`config.mk`:
```
export PLATFORM = sky130hd
export DESIGN_NAME = pipe_ctrl
export DESIGN_NICKNAME = d
export VERILOG_FILES = /design/src/rtl/pipe_ctrl_pkg.sv /design/src/rtl/pipe_ctrl_hazard_detect.sv /design/src/rtl/pipe_ctrl.sv
export SDC_FILE = /design/constraint.sdc
export NUM_CORES = 1
export LEC_CHECK = 0
export ABC_AREA = 1
export CAP_MARGIN = 10
export CORE_UTILIZATION = 40
export CTS_CLUSTER_DIAMETER = 30
export CTS_CLUSTER_SIZE = 24
export DETAILED_ROUTE_END_ITERATION = 16
export DONT_BUFFER_PORTS = 1
export GPL_ROUTABILITY_DRIVEN = 0
export PLACE_DENSITY = 0.5
export SETUP_SLACK_MARGIN = 0.5
export SLEW_MARGIN = 20
export SYNTH_ARGS = -nofsm -noshare
export SYNTH_HDL_FRONTEND = slang
export SYNTH_SLANG_ARGS = --single-unit
export TNS_END_PERCENT = 20
```
`constraint.sdc`:
```
create_clock -name i_clk -period 2.1 [get_ports i_clk]
set_input_delay 0 -clock i_clk [delete_from_list [all_inputs] [get_ports i_clk]]
set_output_delay 0 -clock i_clk [all_outputs]
set_load 0.05 [all_outputs]
```
`src/rtl/pipe_ctrl_pkg.sv`:
```
// Shared encodings for the pipeline sequencer: FSM states, register zero and
// the NOP that flushed pipeline registers represent.
package pipe_ctrl_pkg;

  localparam logic [1:0] CTRL_RUN   = 2'd0;
  localparam logic [1:0] CTRL_FLUSH = 2'd1;
  localparam logic [1:0] CTRL_HOLD  = 2'd2;

  localparam logic [4:0]  REG_ZERO  = 5'd0;
  // addi x0, x0, 0 -- what a flushed IF/ID or ID/EX register stands for
  localparam logic [31:0] NOP_INSTR = 32'h0000_0013;

  function automatic logic src_hit(input logic used, input logic [4:0] src,
                                   input logic [4:0] rd);
    return used && (src == rd);
  endfunction

endpackage

```
`src/rtl/pipe_ctrl_hazard_detect.sv`:
```
// Load-use hazard compare between the instruction in ID and a load in EX.
// Purely combinational so the forwarding unit can share it.
module pipe_ctrl_hazard_detect
  import pipe_ctrl_pkg::*;
(
  input  logic [4:0] rs1_addr,
  input  logic [4:0] rs2_addr,
  input  logic       rs1_used,
  input  logic       rs2_used,
  input  logic       ex_is_load,
  input  logic [4:0] ex_rd_addr,
  output logic       load_use
);

  always_comb begin
    load_use = ex_is_load && (ex_rd_addr != REG_ZERO) &&
               (src_hit(rs1_used, rs1_addr, ex_rd_addr) ||
                src_hit(rs2_used, rs2_addr, ex_rd_addr));
  end

endmodule

```
`src/rtl/pipe_ctrl.sv`:
```
// Central 5-stage pipeline sequencer: load-use stalls, jump redirect/flush,
// multi-cycle hold with timeout flag, and a saturating stall-cycle counter.
module pipe_ctrl
  import pipe_ctrl_pkg::*;
#(
  parameter int unsigned FLUSH_CYCLES = 1,
  parameter int unsigned HOLD_TIMEOUT = 1023,
  parameter int unsigned CNT_W        = 16
) (
  input  logic             i_clk,
  input  logic             i_rst,
  input  logic [4:0]       i_id_rs1_addr,
  input  logic [4:0]       i_id_rs2_addr,
  input  logic             i_id_rs1_used,
  input  logic             i_id_rs2_used,
  input  logic             i_ex_is_load,
  input  logic [4:0]       i_ex_rd_addr,
  input  logic             i_ex_jump_en,
  input  logic [31:0]      i_ex_jump_addr,
  input  logic             i_hold_req,
  output logic             o_hold_ack,
  output logic             o_pc_stall,
  output logic             o_ifid_stall,
  output logic             o_idex_stall,
  output logic             o_exmem_stall,
  output logic             o_ifid_flush,
  output logic             o_idex_flush,
  output logic             o_pc_jump_en,
  output logic [31:0]      o_pc_jump_addr,
  output logic [CNT_W-1:0] o_stall_cnt,
  output logic             o_hold_err
);

  localparam int unsigned HCNT_W    = $clog2(HOLD_TIMEOUT + 1);
  localparam logic [3:0]  FCNT_INIT = 4'(FLUSH_CYCLES - 1);

  logic [1:0]        state_q, state_d;
  logic [3:0]        fcnt_q, fcnt_d;
  logic [HCNT_W-1:0] hcnt_q, hcnt_d;
  logic [CNT_W-1:0]  stall_cnt_q, stall_cnt_d;
  logic              hold_err_q, hold_err_d;
  logic              load_use;

  pipe_ctrl_hazard_detect u_hazard_detect (
    .rs1_addr   (i_id_rs1_addr),
    .rs2_addr   (i_id_rs2_addr),
    .rs1_used   (i_id_rs1_used),
    .rs2_used   (i_id_rs2_used),
    .ex_is_load (i_ex_is_load),
    .ex_rd_addr (i_ex_rd_addr),
    .load_use   (load_use)
  );

  always_comb begin
    state_d        = state_q;
    fcnt_d         = fcnt_q;
    hcnt_d         = '0;
    hold_err_d     = hold_err_q;
    o_hold_ack     = 1'b0;
    o_pc_stall     = 1'b0;
    o_ifid_stall   = 1'b0;
    o_idex_stall   = 1'b0;
    o_exmem_stall  = 1'b0;
    o_ifid_flush   = 1'b0;
    o_idex_flush   = 1'b0;
    o_pc_jump_en   = 1'b0;
    o_pc_jump_addr = 32'd0;

    if (i_rst) begin
      case (state_q)
        CTRL_RUN: begin
          if (i_ex_jump_en) begin
            o_pc_jump_en   = 1'b1;
            o_pc_jump_addr = i_ex_jump_addr;
            o_ifid_flush   = 1'b1;
            o_idex_flush   = 1'b1;
            if (FLUSH_CYCLES > 1) begin
              state_d = CTRL_FLUSH;
              fcnt_d  = FCNT_INIT;
            end else if (i_hold_req) begin
              state_d = CTRL_HOLD;
            end
          end else if (load_use) begin
            // Single bubble: the load moves to MEM next cycle and forwarding takes over.
            o_pc_stall   = 1'b1;
            o_ifid_stall = 1'b1;
            o_idex_flush = 1'b1;
          end else if (i_hold_req) begin
            state_d = CTRL_HOLD;
          end
        end
        CTRL_FLUSH: begin
          o_ifid_flush = 1'b1;
          o_idex_flush = 1'b1;
          fcnt_d       = fcnt_q - 4'd1;
          if (fcnt_q <= 4'd1) begin
            state_d = i_hold_req ? CTRL_HOLD : CTRL_RUN;
          end
        end
        CTRL_HOLD: begin
          o_hold_ack    = 1'b1;
          o_pc_stall    = 1'b1;
          o_ifid_stall  = 1'b1;
          o_idex_stall  = 1'b1;
          o_exmem_stall = 1'b1;
          hcnt_d        = (hcnt_q != HCNT_W'(HOLD_TIMEOUT)) ? hcnt_q + 1'b1 : hcnt_q;
          if (32'(hcnt_q) + 32'd1 >= HOLD_TIMEOUT) begin
            hold_err_d = 1'b1;
          end
          if (!i_hold_req) begin
            state_d = CTRL_RUN;
          end
        end
        default: state_d = CTRL_RUN;
      endcase
    end
  end

  always_comb begin
    stall_cnt_d = stall_cnt_q;
    if (o_pc_stall && (stall_cnt_q != {CNT_W{1'b1}})) begin
      stall_cnt_d = stall_cnt_q + 1'b1;
    end
  end

  always_ff @(posedge i_clk) begin
    if (!i_rst) begin
      state_q     <= CTRL_RUN;
      fcnt_q      <= '0;
      hcnt_q      <= '0;
      stall_cnt_q <= '0;
      hold_err_q  <= 1'b0;
    end else begin
      state_q     <= state_d;
      fcnt_q      <= fcnt_d;
      hcnt_q      <= hcnt_d;
      stall_cnt_q <= stall_cnt_d;
      hold_err_q  <= hold_err_d;
    end
  end

  assign o_stall_cnt = stall_cnt_q;
  assign o_hold_err  = hold_err_q;

endmodule

```
==> Yosys cells after proc, flatten, opt, wreduce, memory -nomap -nowiden <==
Cells that the tools add are included.
{ "word_totals": {"ff_bits": 33, "inputBits": 54, "output_inout_bits": 57} }
{ "classes": {"addsub": 4, "magnitude_cmp": 2, "eq_ne": 9, "muxes": 24, "reduce_logical": 11} }
{ "op_table": {"columns": ["cell", "count"], "rows": [
  ["$mux W32", 3],
  ["$add A16 B1 Y16 const B", 1],
  ["$ne A16 B16 Y1 const B", 1],
  ["$mux W2", 6],
  ["$add A10 B1 Y11 const B", 1],
  ["$ge A11 B10 Y1 const B", 1],
  ["$mux W1", 11],
  ["$add A10 B1 Y10 const B", 1],
  ["$eq A5 B5 Y1", 2],
  ["$ne A10 B10 Y1 const B", 1],
  ["$pmux W1 S2", 3],
  ["$pmux W2 S3", 1],
  ["$logic_and A1 B1 Y1", 5],
  ["$reduce_bool A5 Y1", 1],
  ["$le A4 B1 Y1 const B", 1],
  ["$ne A2 B2 Y1 const B", 2],
  ["$reduce_and A2 Y1", 2],
  ["$sub A4 B1 Y4 const B", 1],
  ["$ne A3 B3 Y1 const B", 1],
  ["$reduce_and A3 Y1", 1],
  ["$eq A2 B1 Y1 const B", 1],
  ["$eq A2 B2 Y1 const B", 1],
  ["$logic_not A2 Y1", 1],
  ["$logic_or A1 B1 Y1", 1]
]} }

==> Depth between registers and ports, before layout <==
{ "logic_depth": {"ltp_word": 9, "ltp_mapped": 12, "ltp_nobuf": 11} }

==> Hierarchy <==
From an unflattened synthesis, not the netlist that was laid out.
{ "hier_totals": {"hier_cells": 367, "area_unflattened_um2": 2092.0} }
{ "by_module_without_submodules": {"columns": ["mod", "n_inst", "cells_each", "area_per_inst_um2", "seq_area_each_um2"], "rows": [
  ["pipe_ctrl", 1, 313, 1875.5, 560.5],
  ["pipe_ctrl_hazard_detect", 1, 54, 216.5, 0.0]
]} }

==> Worst setup path after synthesis <==
OpenSTA, ideal clock, no wires.
{ "synth_timing": {"path_type": "register -> output", "startpoint": "reg state_q[1]", "endpoint": "out o_pc_jump_addr[10]", "arrival_ps": 2262, "required_time_ps": 2100, "slack_ps": -162, "stages_incl_launch_ff": 7, "path_cell_list": "dfxtp_1 > inv_1 > nand2_1 > nor2_1 > inv_1 > buf_1 > nor2_1"} }
{ "synth_between": {"elab_chain_cells": 3} }
{ "synth_rtl": {"columns": ["element", "line_no", "source"], "rows": [
  ["start, declared", "pipe_ctrl.sv:37", "logic [1:0] state_q, state_d;"],
  ["start signal, assigned", "pipe_ctrl.sv:134", "state_q <= state_d;"],
  ["$logic_not A2 Y1", "pipe_ctrl.sv:70", "case (state_q)"],
  ["$mux W32", "pipe_ctrl.sv:70", null],
  ["$mux W32", "pipe_ctrl.sv:69", "if (i_rst) begin"],
  ["end, declared", "pipe_ctrl.sv:29", "output logic [31:0] o_pc_jump_addr,"]
]} }
No other way between the ends.

==> Worst setup path after layout <==
{ "layout_timing": {"startpoint": "reg stall_cnt_q[1] (netlist: o_stall_cnt[1])", "endpoint": "reg stall_cnt_q[13] (netlist: o_stall_cnt[13])"} }
{ "layout_between": {"elab_chain_cells": 2, "word_cells_on_any_way": 3, "cone_classes": "add/sub: 1; eq/ne: 1; reduce/logical: 1"} }
{ "layout_rtl": {"columns": ["element", "line_no", "source"], "rows": [
  ["start, declared", "pipe_ctrl.sv:40", "logic [CNT_W-1:0] stall_cnt_q, stall_cnt_d;"],
  ["start signal, assigned", "pipe_ctrl.sv:137", "stall_cnt_q <= stall_cnt_d;"],
  ["branches (longest 2 deep; another with $add A16 B1 Y16)", null, null]
]} }
Several ways; the timed one is not identified.
A chain may end at the register's enable or synchronous reset.

==> results.py <==
metrics = {
    "run_status": {
        "status": "completed",
    },
    "worst_setup_path": {
        "critPathMaxFanout": 8,
        "r2r-start": "o_stall_cnt[1]$_SDFFE_PN0P_",
        "cp-end-kind": "flip-flop",
        "worstRegToRegCells": 8,
        "startpoint": "o_stall_cnt[1]$_SDFFE_PN0P_",
        "cp.arrival_ns": 1.79,
        "worst-setup-path-type": "flip-flop to flip-flop",
        "required_ns": 2.30,
        "start_kind": "flip-flop",
    },
    "min_path": {
        "hold_start": "i_rst",
        "hold_class": "primary input to flip-flop",
        "hold_depth": 3,
    },
    "synthesis": {
        "ys_seq_area_share_pct": 26.1,
        "yosysTopAreaCell": "dfxtp_1",
        "synth_common_cells": "nand2_1 (71), inv_1 (67), nor2_1 (58)",
        "synth_warnings": 0,
        "synth_top_family_by_area": "simple AND/OR/NAND/NOR gates",
        "netlist_area_mm2": 0.00215,
        "synth_xor_area_share_pct": 7.76,
        "synth_compound_area_share_pct": 9.15,
        "synth.avg_cell_area_um2": 6.18,
        "synthCells": 347,
        "synth-async-reset-ratio_pct": 0,
        "yosysTopAreaCellShare_pct": 26.1,
        "synth-adder-area-share_pct": 1.75,
        "synth_area_leaders": "dfxtp_1 (26%), nand2_1 (12%), inv_1 (12%)",
        "synth.mux.area_fraction_pct": 0,
        "synthMostInstantiatedCell": "nand2_1",
        "synth_nets": 404,
        "synth-main-ff-cell": "dfxtp_1",
        "synth_cell_type_count": 30,
        "synth_edf_count": 0,
        "yosys_register_bits": 28,
        "synth_simple_gate_area_share_pct": 39.5,
    },
    "floorplanning": {
        "die_w_um": 75.2,
        "fp-row-count": 26,
        "pin_count": 111,
        "start_util_pct": 41.7,
        "fp.dieH_um": 75.2,
        "coreArea_mm2": 0.00514,
        "fp.dieArea_mm2": 0.00566,
    },
    "clock_network": {
        "cts_max_level": 1,
        "clock_latency_ns": 0.28,
        "cts-root-buf": "clkbuf_8",
        "cts_sinks": 28,
        "path_clk_slew_ns": 0.11,
        "cts_buffer_depth": 2,
        "cts_tree": "built",
        "cts_made_buffers": 3,
    },
    "cells_and_area": {
        "fillers": 503,
        "syn_to_final_growth_pct": 39.8,
        "drive_above_1_share_pct": 38.7,
        "layout.nets": 456,
        "multi_input_area_mm2": 0.00153,
        "register_area_um2": 592,
        "diodes": 0,
    },
    "power": {
        "p_total_mw": 1.14,
        "power.leakage_nw": 1.44,
        "sw_frac_of_total_pct": 35.1,
        "p_switching_uw": 402,
        "p_comb_share_pct": 26.0,
        "seq_power_share_pct": 46.8,
        "ir_drop_uv": 239,
        "p_per_area_mw_per_mm2": 382,
        "pwr-share-clk_pct": 27.3,
        "power.internal_uw": 743,
    },
    "grt": {
        "grt_start_max_net_pins": 34,
        "grt.overflow.total": 0,
        "antenna_found_initial": 0,
        "grt_pass1_wl_um": 8330,
        "grt_pass1_vias": 1916,
        "track_usage_pct": 19.0,
    },
    "placed_design": {
        "hpwlAfterDp_um": 4130,
        "place_ws_ns": 0.431,
        "io_buffers": 0,
    },
    "sta": {
        "fmax_mhz": 630,
        "tightestPinTransition_ns": 0.655,
        "clock_skew_ns": 0.00891,
        "layout_setup_ws_ns": 0.513,
        "finalSetupViolations": 0,
        "report.final.slew_viol_count": 0,
        "relSlewSlack_pct": 56.3,
        "hold_viol_final": 0,
        "finalCriticalPeriod_ns": 1.59,
        "fin_crit_sh_pct": 75.5,
        "setup-tns-final_ns": 0,
        "rsz0062_at_grt": "yes",
    },
    "routing": {
        "first_pass_iters": 4,
        "drtIter0Drc": 53,
        "ant_nets": 0,
        "avgRoutedWirePerCell_um": 12.0,
        "routed_via_density": 4.81,
        "routed_wl_um": 5640,
        "drcViolationCount": 0,
        "via_count": 2250,
    },
    "run": {
        "maxCapViolCount": 0,
    },
}
-- layer usage --
layer,vias up,share of wire (%),GRT usage [%]
met1,998,45,22.8
met3,8,6.2,3.75
met5,-,0,0
met2,76,48,34.3
met4,0,1.5,5.14
li1,1168,-,-
-- stage by stage --
step | hold WS (ns) | instances | util (%) | cell area, µm²
final | 0.000218 | 468 | 58.4 | 3000
after detailed placement | 0.119 | 449 | 51.8 | 2660
after floorplan | 0.134 | 347 | - | 2320
after global routing | 0.0114 | 468 | 58.4 | 3000
after global placement | 0.116 | 449 | 51.8 | 2660
after CTS | 0.0636 | 458 | 53.7 | 2760
-- area by class of cell --
cell class	count	area share, %
Clock buffer	3	1.38
Timing Repair Buffer	59	16.5
Clock inverter	1	0.125
Inverter	68	8.51
Sequential cell	28	19.7
Multi-Input combinational cell	239	50.8
Tap cell	70	2.92
-- state kept, by name (all words and copies together) (netlist names) --
register,flops
hcnt_q,10
state_q,1
o_hold_err,1
o_stall_cnt,16
-- worst paths after layout --
kind | endpoint | slack (ns)
max | o_stall_cnt[13]$_SDFFE_PN0P_ | 0.51
min | o_stall_cnt[4]$_SDFFE_PN0P_ | 0.0002
max reg2reg | o_stall_cnt[13]$_SDFFE_PN0P_ | 0.51
min reg2reg | o_stall_cnt[8]$_SDFFE_PN0P_ | 0.51
-- power by group through the flow --
| stage | Combinational [mW] | Sequential [mW] | Clock (mW) |
|---|---|---|---|
| 2_1_floorplan | 0.231 | 0.557 | 0 |
| 3_3_place_gp | 0.281 | 0.549 | 0 |
| 3_5_place_dp | 0.281 | 0.549 | 0 |
| 4_1_cts | 0.287 | 0.537 | 0.318 |
| 5_1_grt | 0.323 | 0.536 | 0.334 |
| 6_report | 0.297 | 0.536 | 0.312 |
-- worst max-delay path: stages (launching register included) --
cell     delay, ns
dfxtp_4       0.38
ha_4          0.16
nand2_4       0.06
nor3_4        0.23
nand4_4       0.18
nand3_4       0.19
buf_12        0.14
nand2_2       0.05
a21oi_2       0.11
-- kinds of logic (layout without fill, tap and decap cells) --
group | Yosys count | count (layout)
AO/OA/AOI/OAI | 30 | 30
XOR/XNOR | 19 | 19
flip-flops | 28 | 28
adder cells (fa/ha/maj) | 3 | 3
AND/OR/NAND/NOR | 187 | 187
buffers and inverters | 80 | 131
-- cell usage in the layout, fill, tap and decap left out, drive strengths merged --
cell         count
o21a             2
nor2            58
nand2           82
clkinv           1
nand3           31
xnor2            6
dfxtp           28
a21oi           19
or2              1
nor3             9
buf             57
xor2            13
dlygate4sd3      2
nand4            5
inv             68
o21ai            5
o211ai           1
ha               3
a31oi            2
nor4             1
a211oi           1
clkbuf           3
-- repair_timing --
action,4_1_cts,5_1_grt
gates cloned,0,0
hold buffers,2,0
hold endpoints to repair,4,0
pin swaps,1,14
gates resized for setup,3,37
setup endpoints to repair,20,30
buffers inserted,3,10
Power figures use the tool's default switching activity.
